$ cat src/rtl/dmem_arb_pkg.sv
// Shared types and default sizes for the data-memory arbiter.
package dmem_arb_pkg;

  localparam int ADDR_W       = 8;
  localparam int DATA_W       = 8;
  localparam int STARVE_LIMIT = 4;
  localparam int STARVE_W     = 4;

  typedef enum logic {
    IDLE,
    DBG_LOCKED
  } arb_state_e;

  typedef enum logic [1:0] {
    NONE,
    CORE,
    DBG
  } owner_e;

  typedef struct packed {
    logic              we;
    logic [ADDR_W-1:0] addr;
    logic [DATA_W-1:0] wdata;
  } mem_req_t;

endpackage

$ cat src/rtl/dmem_arb_starve_ctr.sv
// Saturating up-counter with synchronous clear; flags when the limit is reached.
module dmem_arb_starve_ctr #(
  parameter int CNT_W = 4,
  parameter int LIMIT = 4
) (
  input  logic clk,
  input  logic rst_n,
  input  logic inc_i,
  input  logic clr_i,
  output logic at_limit_o
);

  localparam logic [CNT_W-1:0] LIM = CNT_W'(LIMIT);

  logic [CNT_W-1:0] cnt_q, cnt_d;

  // Clear wins over increment; hold once the limit is reached.
  always_comb begin
    cnt_d = cnt_q;
    if (clr_i)
      cnt_d = '0;
    else if (inc_i && (cnt_q != LIM))
      cnt_d = cnt_q + 1'b1;
  end

  // Counter register.
  always_ff @(posedge clk or negedge rst_n) begin
    if (!rst_n)
      cnt_q <= '0;
    else
      cnt_q <= cnt_d;
  end

  assign at_limit_o = (cnt_q == LIM);

endmodule

$ cat src/rtl/dmem_arbiter.sv
// Two-port arbiter in front of the single-port data RAM.
// Core has fixed priority; the debug port is forced through after it has lost
// STARVE_LIMIT consecutive conflicts, and can hold the RAM with dbg_lock.
// Optional build macro DMEM_ARB_STATS_EN adds conflict_cnt / forced_cnt.
module dmem_arbiter #(
  parameter int ADDR_W       = dmem_arb_pkg::ADDR_W,
  parameter int DATA_W       = dmem_arb_pkg::DATA_W,
  parameter int STARVE_LIMIT = dmem_arb_pkg::STARVE_LIMIT
) (
  input  logic              clk,
  input  logic              rst_n,
  input  logic              core_req,
  input  logic              core_we,
  input  logic [ADDR_W-1:0] core_addr,
  input  logic [DATA_W-1:0] core_wdata,
  output logic              core_gnt,
  output logic              core_rvalid,
  output logic [DATA_W-1:0] core_rdata,
  input  logic              dbg_req,
  input  logic              dbg_we,
  input  logic [ADDR_W-1:0] dbg_addr,
  input  logic [DATA_W-1:0] dbg_wdata,
  input  logic              dbg_lock,
  output logic              dbg_gnt,
  output logic              dbg_rvalid,
  output logic [DATA_W-1:0] dbg_rdata,
  output logic              ram_en,
  output logic              ram_we,
  output logic [ADDR_W-1:0] ram_addr,
  output logic [DATA_W-1:0] ram_wdata,
  input  logic [DATA_W-1:0] ram_rdata
`ifdef DMEM_ARB_STATS_EN
  ,
  output logic [15:0]       conflict_cnt,
  output logic [15:0]       forced_cnt
`endif
);

  import dmem_arb_pkg::*;

  arb_state_e        state_q, state_d;
  owner_e            owner_q, owner_d;
  logic [DATA_W-1:0] core_rdata_q, dbg_rdata_q;
  logic              starved;

  dmem_arb_starve_ctr #(
    .CNT_W (STARVE_W),
    .LIMIT (STARVE_LIMIT)
  ) u_starve (
    .clk        (clk),
    .rst_n      (rst_n),
    .inc_i      (dbg_req && !dbg_gnt),
    .clr_i      (!dbg_req || dbg_gnt),
    .at_limit_o (starved)
  );

  // Grant decision and next state; nothing is granted while reset is held.
  always_comb begin
    core_gnt = 1'b0;
    dbg_gnt  = 1'b0;
    state_d  = state_q;
    if (rst_n) begin
      case (state_q)
        IDLE: begin
          if (core_req && dbg_req) begin
            if (starved) dbg_gnt  = 1'b1;
            else         core_gnt = 1'b1;
          end else if (core_req) begin
            core_gnt = 1'b1;
          end else if (dbg_req) begin
            dbg_gnt = 1'b1;
          end
          if (dbg_gnt && dbg_lock)
            state_d = DBG_LOCKED;
        end
        DBG_LOCKED: begin
          dbg_gnt = dbg_req;
          if (!dbg_lock)
            state_d = IDLE;
        end
        default: state_d = IDLE;
      endcase
    end
  end

  // RAM port follows whichever requester holds the grant this cycle.
  always_comb begin
    ram_en    = core_gnt | dbg_gnt;
    ram_we    = 1'b0;
    ram_addr  = '0;
    ram_wdata = '0;
    owner_d   = NONE;
    if (core_gnt) begin
      ram_we    = core_we;
      ram_addr  = core_addr;
      ram_wdata = core_wdata;
      if (!core_we) owner_d = CORE;
    end else if (dbg_gnt) begin
      ram_we    = dbg_we;
      ram_addr  = dbg_addr;
      ram_wdata = dbg_wdata;
      if (!dbg_we) owner_d = DBG;
    end
  end

  // Read return: owner of last cycle's read sees RAM data, the other port holds.
  always_comb begin
    core_rvalid = (owner_q == CORE);
    dbg_rvalid  = (owner_q == DBG);
    core_rdata  = core_rvalid ? ram_rdata : core_rdata_q;
    dbg_rdata   = dbg_rvalid  ? ram_rdata : dbg_rdata_q;
  end

  // FSM state, pending read owner and held read data.
  always_ff @(posedge clk or negedge rst_n) begin
    if (!rst_n) begin
      state_q      <= IDLE;
      owner_q      <= NONE;
      core_rdata_q <= '0;
      dbg_rdata_q  <= '0;
    end else begin
      state_q      <= state_d;
      owner_q      <= owner_d;
      core_rdata_q <= core_rdata;
      dbg_rdata_q  <= dbg_rdata;
    end
  end

`ifdef DMEM_ARB_STATS_EN
  logic [15:0] conflict_q, forced_q;
  logic        forced_grant;

  assign forced_grant = (state_q == IDLE) && core_req && dbg_req && starved && rst_n;

  // Free-running wrap-around statistics counters.
  always_ff @(posedge clk or negedge rst_n) begin
    if (!rst_n) begin
      conflict_q <= '0;
      forced_q   <= '0;
    end else begin
      if (core_req && dbg_req) conflict_q <= conflict_q + 16'd1;
      if (forced_grant)        forced_q   <= forced_q + 16'd1;
    end
  end

  assign conflict_cnt = conflict_q;
  assign forced_cnt   = forced_q;
`endif

endmodule

$ cat config.mk
export PLATFORM = sky130hd
export DESIGN_NAME = dmem_arbiter
export DESIGN_NICKNAME = d
export VERILOG_FILES = /design/src/rtl/dmem_arb_pkg.sv /design/src/rtl/dmem_arb_starve_ctr.sv /design/src/rtl/dmem_arbiter.sv
export SDC_FILE = /design/constraint.sdc
export NUM_CORES = 1
export LEC_CHECK = 0
export ABC_AREA = 1
export BUFFER_PORTS_ARGS = -buffer_cell sky130_fd_sc_hd__buf_2
export CORE_ASPECT_RATIO = 0.5
export CORE_MARGIN = 2
export CORE_UTILIZATION = 42
export DETAILED_ROUTE_END_ITERATION = 16
export PLACE_DENSITY = 0.82
export SLEW_MARGIN = 0
export SYNTH_ARGS = -nofsm -noshare
export SYNTH_HDL_FRONTEND = slang
export SYNTH_SLANG_ARGS = --single-unit
$ cat constraint.sdc
create_clock -name clk -period 1.9 [get_ports clk]
set_clock_uncertainty 0.15 [all_clocks]
set_input_delay 0.095 -clock clk [delete_from_list [all_inputs] [get_ports clk]]
set_output_delay 0.095 -clock clk [all_outputs]
set_load 0.01 [all_outputs]
## After elaboration in Yosys (flattened, before gate mapping)

Index checks and enable logic that the tools add are counted.

- Flip-flop bits (word level): 23
- Output and inout port bits: 38
- Logic and storage cells: 50

- $add $sub $neg: 1
- Equality and inequality tests: 4
- Mux-type cells: 30
- Bitwise logic cells: 2
- Reductions and logical operators: 8

Operators with widths:

| kind | number |
|---|---|
| $mux 8 | 6 |
| $mux 1 | 17 |
| $mux 4 | 2 |
| $mux 2 | 3 |
| $add 4x1->4 const B | 1 |
| $eq 4x3->1 const B | 1 |
| $logic_and 1x1->1 | 4 |
| $ne 4x3->1 const B | 1 |
| $pmux 1 s2 | 2 |
| $eq 2x1->1 const B | 1 |
| $eq 2x2->1 const B | 1 |
| $logic_not 1->1 | 2 |
| $reduce_bool 2->1 | 1 |
| $logic_or 1x1->1 | 1 |
| $not 1->1 | 1 |
| $or 1x1->1 | 1 |

## Depth between registers and ports, before layout

- Word-level depth: 12
- Depth in mapped cells: 8
- Depth with buffers taken out: 8

## By module

A second synthesis with hierarchy kept.

- Cells, all modules: 178
- Area total of the unflattened synthesis: 1348.8 µm²

Modules (own cells, without submodules):

| module | instances | cells an instance | area each (µm²) |
|---|---|---|---|
| dmem_arbiter | 1 | 146 | 1096.1 |
| dmem_arb_starve_ctr | 1 | 32 | 252.7 |

## Worst setup path before layout

Ideal clock, no wire load.

- Path type: flip-flop to output port
- Start: register u_starve.cnt_q[0]
- End: output ram_addr[0]
- Data arrival time: 1.240 ns
- Required time: 1.655 ns
- Path slack: 0.415 ns
- Cell stages (with the launch flop): 9
- Path buffers: 1
- Path through: dfrtp_1 -> inv_1 -> ha_1 -> nand2_2 -> nor2_4 -> nand2_4 -> buf_8 -> nand3_2 -> nand2_1

- Cells in the longest elaborated chain, start to end: 9
- Elaborated cells between the ends (all ways): 13
- Classes of those cells: 1 x eq/ne; 12 x mux

Ends and longest elaborated chain:

| element | line | text |
|---|---|---|
| start, declared | dmem_arb_starve_ctr.sv:15 | `logic [CNT_W-1:0] cnt_q, cnt_d;` |
| start signal, assigned | dmem_arb_starve_ctr.sv:31 | `cnt_q <= cnt_d;` |
| $eq 4x3->1 * | dmem_arb_starve_ctr.sv:34 | `assign at_limit_o = (cnt_q == LIM);` |
| $mux 1 | dmem_arbiter.sv:66 | `if (starved) dbg_gnt = 1'b1;` |
| $mux 1 | dmem_arbiter.sv:65 | `if (core_req && dbg_req) begin` |
| $mux 1 | dmem_arbiter.sv:63 | `case (state_q)` |
| $mux 1 | dmem_arbiter.sv:62 | `if (rst_n) begin` |
| $pmux 1 s2 | dmem_arbiter.sv:63 |  |
| $mux 1 | dmem_arbiter.sv:62 |  |
| $mux 8 | dmem_arbiter.sv:98 | `end else if (dbg_gnt) begin` |
| $mux 8 * | dmem_arbiter.sv:93 | `if (core_gnt) begin` |
| end, declared | dmem_arbiter.sv:29 | `output logic [ADDR_W-1:0] ram_addr,` |

Mark *: on every way between the ends. The rest lies on a longest branch, timed or not. The select of a mux whose other input is x is not followed.

## Worst setup path after layout

- Start: register u_starve.cnt_q[0]
- End: output ram_wdata[2]

- Cells in the longest elaborated chain, start to end: 9
- Elaborated cells between the ends (all ways): 13
- Classes of those cells: 1 x eq/ne; 12 x mux

Ends and longest elaborated chain:

| element | line | text |
|---|---|---|
| $eq 4x3->1 * | dmem_arb_starve_ctr.sv:34 |  |
| $mux 1 | dmem_arbiter.sv:66 |  |
| $mux 1 | dmem_arbiter.sv:65 |  |
| $mux 1 | dmem_arbiter.sv:63 |  |
| $mux 1 | dmem_arbiter.sv:62 |  |
| $pmux 1 s2 | dmem_arbiter.sv:63 |  |
| $mux 1 | dmem_arbiter.sv:62 |  |
| $mux 8 | dmem_arbiter.sv:98 |  |
| $mux 8 * | dmem_arbiter.sv:93 |  |
| end, declared | dmem_arbiter.sv:30 | `output logic [DATA_W-1:0] ram_wdata,` |

Marked as above.

==> flow_summary.toml <==
[power]
p_per_area_nw_per_um2 = 700
leakagePower_nw = 1.24
irDropWorstVdd_mv = 0.679
finalPower_w = 0.00150

[layout]
syn_to_final_growth_pct = 56.8
insertedDiodeCount = 0
fill_cells = 246
finalNetCount = 325
multiInputGateArea_um2 = 791
register_area_um2 = 576
drive_gt1_share_pct = 46.9
stdcell_count = 315

[place]
gp_congestion = 0.760
port_buffers = 84
place_inst = 292
hpwl_mm = 2.48

[clock_tree]
cts_buffer_depth = 2
clkSlewWorstSetupHoldPaths_ns = 0.07
cts_buffers = 3
htree_levels = 1
clk_latency_ns = 0.26
clock_sinks = 23
cts_tree = "yes"
cts-root-buf = "clkbuf_8"

[yosys]
synth_edf_count = 0
ys_ff_latch = 23
ys_top_cells_by_count = "46 x nand2_1, 27 x nand3_1, 23 x dfrtp_1, 22 x inv_1, 15 x o21ai_0"
yosysMostFrequentCell = "nand2_1"
synthAdderAreaFrac_pct = 1.83
yosysWarnings = 0
synth_top_family_by_area = "simple AND/OR/NAND/NOR gates"
yosysTopAreaCellShare_pct = 42.0
synth_area_um2 = 1370
syn-num-nets = 222
synth_compound_area_share_pct = 6.30
yosys.area.top_type = "dfrtp_1"
synth_xor_area_share_pct = 0.639
synth.area.top_cells = "dfrtp_1 42%, nand2_1 13%, nand3_1 9.9%"
ys_seq_area_share_pct = 42.0
ys.flop_type = "dfrtp_1"
async_flop_share_pct = 100
yosysUniqueCellTypes = 23
yosys.area_share.simple_pct = 38.2
synth_cells = 173
synth_mux_area_share_pct = 0
synth_area_per_cell_um2 = 7.92

[hold_path]
min_from = "ram_rdata[0]"
hold_path_class = "in -> reg"
hold_depth = 3

[route]
viasPerCell = 4.89
totalWireLength_mm = 3.99
antenna_left = 0
wl_per_cell_um = 12.7
first_pass_iters = 4
via_count = 1541
drtIter0Drc = 33
drc = 0

[sta]
hold_viol = 0
worst_pin_slew_ns = 0.419
min_period_ns = 1.84
setup_violations = 0
slew_headroom_pct = 72.1
rsz0062_at_grt = "true"
finalCritPeriodShare_pct = 96.6
hold_ws_ns = 0.00695
slew_viol_final = 0
clock.fmax_mhz = 545

[global_route]
antenna_found_initial = 0
grt_overflow_total = 0
grt_max_degree = 20
grt_pass1_wl_mm = 6.07
grt_pass1_vias = 1443
grt_util_all_layers_pct = 20.3

[floorplanning]
die_h_um = 44.4
start_util_pct = 45.0
die_x_um = 84.8
core_um2 = 3050
rows = 14
io_pins = 85
die_area_um2 = 3760

[run_status]
status = "completed"

[worst_setup_path]
crit_type = "reg -> out"
worstPathMaxFanout = 5
cp-start-kind = "register"
arrival_ns = 1.59
crit_required_ns = 1.65
reg2reg_depth = 10
end_kind = "output pin"
r2r-start = "u_starve.cnt_q[0]"
worstSetupStartpoint = "u_starve.cnt_q[0]"

[job]
maxCapViolations = 0
metal layers:
metal / track usage (%) / part of all wire [%] / vias up
met2: 38.6 / 50 / 57
met4: 6.35 / 2.5 / 0
met1: 23.5 / 41 / 707
met5: 0 / 0 / -
li1: - / - / 767
met3: 4.66 / 6.7 / 10
critical path, cell delays in order, from the launching register on:
cell,delay [ns]
dfrtp_1,0.41
inv_2,0.09
ha_4,0.15
nand2_2,0.07
nor2_4,0.11
buf_12,0.16
nand2_8,0.07
nand3_2,0.09
nand2_1,0.05
buf_2,0.13
report_power, final:
group	switching, W	total (W)	internal [W]	leakage [nW]
combinational	0.000335	0.000585	0.000250	0.927
clock	0.000144	0.000293	0.000149	0.0228
sequential	0.0000376	0.000625	0.000588	0.290
total	0.000517	0.00150	0.000987	1.24
layout make-up:
class                      instances  area share [%]
clock buffer                       4            2.10
inverter                          23            4.02
multi-input combinational        124            36.8
sequential                        23            26.8
tap                               40            2.33
timing repair buffer             101            28.0
kinds of logic (layout without fill, tap and decap cells):
kind of cell	after synthesis	count (layout)
compound gates	17	17
xor+xnor	1	1
fa+ha+maj	2	2
buf+inv	30	128
flops	23	23
simple gates	100	104
worst paths after layout:
path,to,slack (ns)
max in group asynchronous,core_rdata_q[7],0.91
min in group asynchronous,owner_q[1],0.16
worst max-delay path,ram_wdata[2],0.06
worst min-delay path,dbg_rdata_q[0],0.007
worst max register to register,u_starve.cnt_q[1],0.31
worst min register to register,core_rdata_q[4],0.34
state kept, by name (all words and copies together) (netlist names):
name and cells:
state_q 1, u_starve.cnt_q 4, dbg_rdata_q 8, owner_q 2, core_rdata_q 8
timing repair:
action | 4_1_cts | 5_1_grt
setup buffers | 3 | 1
cloned | 2 | 2
gates resized for setup | 4 | 20
hold endpoints to repair | 39 | 0
hold buffers | 11 | 0
setup endpoints to repair | 19 | 28
pin swaps | 1 | 7
cells in the final DEF (no fill, tap or decap):
cell type | synthesis | routed
dlygate4sd3_1 | 0 | 11
nand2_8 | 0 | 4
inv_2 | 1 | 3
nand2_4 | 2 | 3
nand4_1 | 1 | 1
nand3_2 | 11 | 17
nor2_4 | 1 | 1
o21ai_0 | 15 | 13
o21ai_1 | 1 | 3
clkbuf_1 | 1 | 1
buf_12 | 0 | 2
buf_2 | 1 | 84
ha_4 | 0 | 1
or2_2 | 0 | 1
nand2_2 | 2 | 3
xor2_1 | 1 | 1
ha_1 | 2 | 1
nor2_1 | 8 | 7
nor3_4 | 1 | 1
nand2_1 | 46 | 44
nor2_2 | 0 | 1
o22ai_1 | 1 | 1
nand3_4 | 0 | 1
nand3_1 | 27 | 20
buf_4 | 1 | 4
clkbuf_8 | 0 | 3
dfrtp_1 | 23 | 23
inv_1 | 22 | 20
per-stage QoR:
step | cell area, um^2 | setup TNS, ns | utilization (%) | setup WS [ns]
finish | 2150 | 0 | 70.5 | 0.0642
global route | 2150 | -0.0940 | 70.5 | -0.0293
CTS | 2020 | 0 | 66.2 | 0.00504
global placement | 1800 | 0 | 59.2 | 0.281
detailed placement | 1800 | 0 | 59.2 | 0.220
floorplan | 1370 | 0 | - | 0.415
Note: power is estimated with default switching activity, not from simulation.
